==> src/rtl/cargador_ram.sv <==
// Column-RAM writer for the POV display: turns a header-framed byte stream into
// consecutive 16-bit column writes and flags when a full frame is stored.
module cargador_ram #(
    parameter int          NUM_COL = 128,
    parameter logic [7:0]  HEADER  = 8'hA5,
    parameter int          TIMEOUT = 1_000_000
) (
    input  logic        clk,
    input  logic        rst,
    input  logic [7:0]  dato_in,
    input  logic        dato_valid,
    output logic        we,
    output logic [7:0]  dir,
    output logic [15:0] dato_ram,
    output logic        ocupado,
    output logic        listo,
    output logic        error
);

    typedef enum logic [1:0] {
        ESPERA    = 2'd0,
        BYTE_ALTO = 2'd1,
        BYTE_BAJO = 2'd2,
        FIN       = 2'd3
    } estado_t;

    // Last column index and the idle count at which the next idle cycle aborts.
    localparam logic [7:0]  ULTIMA = 8'(NUM_COL - 1);
    localparam logic [23:0] LIMITE = 24'(TIMEOUT - 1);

    estado_t     state;
    logic [7:0]  col;
    logic [23:0] cnt;
    logic [7:0]  alto;

    // Frame loader FSM: header detection, byte pairing, RAM write and timeout.
    always_ff @(posedge clk) begin
        if (rst) begin
            state    <= ESPERA;
            col      <= 8'd0;
            cnt      <= 24'd0;
            alto     <= 8'd0;
            we       <= 1'b0;
            dir      <= 8'd0;
            dato_ram <= 16'd0;
            listo    <= 1'b0;
            error    <= 1'b0;
        end else begin
            we    <= 1'b0;
            error <= 1'b0;
            case (state)
                ESPERA: begin
                    if (dato_valid && (dato_in == HEADER)) begin
                        state <= BYTE_ALTO;
                        col   <= 8'd0;
                        cnt   <= 24'd0;
                        listo <= 1'b0;
                    end
                end
                BYTE_ALTO: begin
                    if (dato_valid) begin
                        alto  <= dato_in;
                        cnt   <= 24'd0;
                        state <= BYTE_BAJO;
                    end else if (cnt == LIMITE) begin
                        error <= 1'b1;
                        cnt   <= 24'd0;
                        state <= ESPERA;
                    end else begin
                        cnt <= cnt + 24'd1;
                    end
                end
                BYTE_BAJO: begin
                    if (dato_valid) begin
                        dato_ram <= {alto, dato_in};
                        dir      <= col;
                        we       <= 1'b1;
                        cnt      <= 24'd0;
                        // Stopping at the last column keeps col from wrapping at 256.
                        if (col == ULTIMA) begin
                            state <= FIN;
                        end else begin
                            col   <= col + 8'd1;
                            state <= BYTE_ALTO;
                        end
                    end else if (cnt == LIMITE) begin
                        error <= 1'b1;
                        cnt   <= 24'd0;
                        state <= ESPERA;
                    end else begin
                        cnt <= cnt + 24'd1;
                    end
                end
                FIN: begin
                    listo <= 1'b1;
                    state <= ESPERA;
                end
                default: begin
                    state <= ESPERA;
                end
            endcase
        end
    end

    assign ocupado = (state != ESPERA);

endmodule

==> config.mk <==
export PLATFORM = sky130hd
export DESIGN_NAME = cargador_ram
export DESIGN_NICKNAME = d
export VERILOG_FILES = /design/src/rtl/cargador_ram.sv
export SDC_FILE = /design/constraint.sdc
export NUM_CORES = 1
export LEC_CHECK = 0
export ABC_AREA = 1
export CAP_MARGIN = 20
export CORE_MARGIN = 5
export CORE_UTILIZATION = 55
export CTS_BUF_LIST = sky130_fd_sc_hd__clkbuf_16
export CTS_CLUSTER_DIAMETER = 120
export DETAILED_ROUTE_END_ITERATION = 10
export PLACE_DENSITY_LB_ADDON = 0.1
export SETUP_SLACK_MARGIN = 0.3
export SYNTH_ARGS = -nofsm -noshare
export SYNTH_HDL_FRONTEND = slang
export SYNTH_SLANG_ARGS = --single-unit
==> constraint.sdc <==
create_clock -name clk -period 4.2 [get_ports clk]
set_input_delay 0.84 -clock clk [delete_from_list [all_inputs] [get_ports clk]]
set_output_delay 0.84 -clock clk [all_outputs]
set_load 0.02 [all_outputs]
==> impl_summary.txt <==
----------------------------------------------------
[Run status]
  Result of the run ... complete, no violations

[Power and ir drop]
  Switching power share of the total ... 20.9%
  Total power consumption of the routed design ... 1.51 mW
  Internal portion of total power ... 1.19 mW
  Clock network power share ... 53.7%
  Part of the total power dissipated in combinational logic ... 2.8%
  Psw ... 0.314 mW
  Peak VDD IR ... 0.000223 V
  Sequential group share of total power ... 43.5%
  Leakage Power ... 1.57 nW
  Ratio of total power to cell area ... 365 nW/um^2

[Floorplanning]
  Width of the chip ... 88.6 um
  Standard-cell row count ... 28
  Initial cell density of the core ... 57.1%
  Count of boundary I/O pins ... 39
  Chip Height ... 88.6 um
  Placeable core area ... 5960 um^2
  Die Area ... 7860 um^2

[Placed design]
  Routability Congestion ... 0.922
  DP Cell Count ... 597
  Area after DPL ... 3800 um^2
  HPWL after detailed placement ... 5320 um
  Number of buffers added on ports ... 38

[Layout]
  Fin cells ... 613
  Layout cells sized above 1 ... 7.81%
  Filler instances ... 511
  NumNets Final ... 550
  Area growth from synthesis to layout ... 21.3%
  Final Instance Area ... 4130 um^2
  Number of antenna cells inserted ... 0
  Finished Core Util ... 69.3%

[Timing]
  Final Cycle Share ... 68.0%
  Worst Tran Pin Value ... 0.784 ns
  Post-layout minimum cycle time ... 2.86 ns
  Sum of negative setup slack ... 0 ns
  Count of final setup violators ... 0
  Max-slew headroom at the worst pin ... 47.7%
  Maximum clock frequency ... 350 MHz
  Layout Skew ... 0.00619 ns
  Final Hold Vio Count ... 0
  Unrepaired setup endpoints after global routing ... false
  Max-slew violation count ... 0

[Worst setup path]
  CP max stage delay ... 0.74 ns
  Critical path cell sequence ... clkdlybuf4s50_1 -> nand2_1 -> inv_1 -> o21ai_0 -> a21oi_1
  CP max FO ... 30
  Setup Crit Path Kind ... input pin to flop
  Worst Path Arrival ... 3.11 ns
  Required time of the worst setup path ... 4.45 ns
  Sort of element at the start of the critical path ... input pin
  Slowest CP cell ... clkdlybuf4s50_1
  Type of element capturing the critical path ... flop

[Synth]
  Main combinational cell family by area after synthesis ... simple AND/OR/NAND/NOR gates
  Synth Area in Compound Gates ... 12.1%
  Register bit count reported by yosys ... 69
  Post-synth EDFFs ... 0
  Leading post-synthesis cells by cell area ... dfxtp_1 41%, nor2_1 12%, nand2_1 10%
  Share of the synthesized area in the top cell type ... 40.6%
  Cell area after technology mapping ... 3400 um^2
  Synth Flop Type ... dfxtp_1
  Arithmetic-cell share of the synthesized area counting full adders, half adders and majority gates ... 2.21%
  Syn_area_per_cell ... 6.85 um^2
  Cell type with the highest aggregate area in the netlist ... dfxtp_1
  Proportion of synthesized flip-flops having asynchronous set or reset ... 0%
  Share of synthesized area occupied by flip-flops and latches ... 40.6%
  Area fraction in and, or, nand and nor cells after synthesis ... 35.3%
  Number of instances in the synthesized netlist ... 497
  Count of yosys warnings during synthesis ... 0
  Mux contribution to synthesized area ... 0%
  Syn_nets ... 514
  Leading cell types by count after synthesis ... 112 x nor2_1, 94 x nand2_1, 69 x dfxtp_1
  Post-synthesis cell type count ... 35
  Fraction of synthesized cell area in xor and xnor cells ... 1.29%
  Count leader, synth ... nor2_1

[GRT]
  First-pass GRT wire length ... 12800 um
  Grt ovf ... 0
  Largest net degree at the start of global routing ... 36
  Overall track demand over capacity in global routing ... 20.5%
  Initial antenna violation count ... 0
  Via count of the first global-routing pass ... 2844

[Routing]
  Routed Antenna Nets ... 0
  Total number of vias ... 3209
  Via/cell ratio ... 5.23
  DRC violations left ... 0
  Wire length per cell ... 12.5 um
  Number of DRC markers in iteration 0 ... 121
  Total Routed Length ... 7670 um
  Number of detailed-routing iterations run before antenna repair ... 5

[Clock network]
  Clock-pin slew reported for the worst setup and hold paths after clock tree synthesis ... 0.06 ns
  Clk_lat worst skew ... 0.33 ns
  Number of clock sinks ... 69
  Root buf cell ... clkbuf_16
  CTS H-tree lvls ... 3
  Clock buffer count from CTS ... 9
  Number of cells upsized or downsized after cts ... 0
  Hold buffers post-CTS ... 0
  Number of buffers between clock root and the deepest sink ... 2
  Clock tree from TritonCTS ... yes
  Setup Buffers After CTS ... 0

[Flow run]
  Number of max-capacitance violations reported ... 0

[Min path]
  Class of the tightest hold or removal check ... flop to flop

----------------------------------------------------
-- area by class of cell --
cell class | count | area (um^2) | area share, %
multi-input combinational | 360 | 1730 | 42.0
sequential | 69 | 1380 | 33.5
timing repair buffer | 39 | 388 | 9.40
clock buffer | 9 | 225 | 5.46
inverter | 54 | 203 | 4.91
clock inverter | 7 | 100 | 2.43
tap | 75 | 93.8 | 2.27
-- layer usage --
metal	share of wire, %	track usage (%)
met5	0	0
met4	0.77	6.18
met3	6.0	5.96
met2	48	34.7
met1	45	25.3
-- registers in the layout, summed over array words and instances, names as in the netlist --
signal and cells:
we 1, error 1, dir 8, listo 1
col 8, cnt 24, alto 8, dato_ram 16
state 2
-- cells in the final DEF, fill, tap and decap left out, drive strengths merged, types with 5 or more instances in the layout --
cell type	synthesis	layout
dfxtp	69	69
clkdlybuf4s50	0	38
nor3	14	14
nor2	118	118
nand3	24	24
ha	6	6
nand2	101	101
inv	53	53
a21oi	33	33
o21ai	44	44
nand4	9	9
clkbuf	8	9
xor2	5	5
-- power groups by stage --
stage	registers (mW)	logic, mW	clock network [mW]
after CTS	0.655	0.0420	0.820
after global routing	0.655	0.0461	0.857
final	0.655	0.0417	0.809
after floorplan	0.669	0.0248	0
after detailed placement	0.669	0.0413	0
after global placement	0.669	0.0410	0
-- worst paths after layout --
check | cells after the start | end | slack [ns] | startpoint
worst max-delay path | 5 | dato_ram[4] | 1.34 | dato_valid
worst min-delay path | 2 | listo | 0.46 | listo
worst max register to register | 6 | dato_ram[4] | 1.94 | state[0]
worst min register to register | 2 | listo | 0.46 | listo
-- cell families (layout without fill, tap and decap cells) --
| group | Yosys count | after routing |
|---|---|---|
| flops | 69 | 69 |
| xor+xnor | 5 | 5 |
| simple gates | 269 | 269 |
| compound gates | 80 | 80 |
| fa+ha+maj | 6 | 6 |
| buf+inv | 68 | 109 |
-- worst max-delay path: cells and delay by family --
kind                   cells  cell delay (ns)
buffers and inverters      2             1.45
and+or+nand+nor            1             0.41
AOI/OAI and AO/OA          2             0.39
-- per-stage QoR --
| stage | setup slack (ns) | hold slack [ns] |
|---|---|---|
| 4_1_cts | 1.28 | 0.467 |
| 3_3_place_gp | 1.15 | 0.456 |
| 2_1_floorplan | 2.31 | 0.442 |
| 5_1_grt | 1.06 | 0.504 |
| 3_5_place_dp | 1.03 | 0.458 |
| 6_report | 1.34 | 0.463 |
Power figures use the tool's default switching activity.
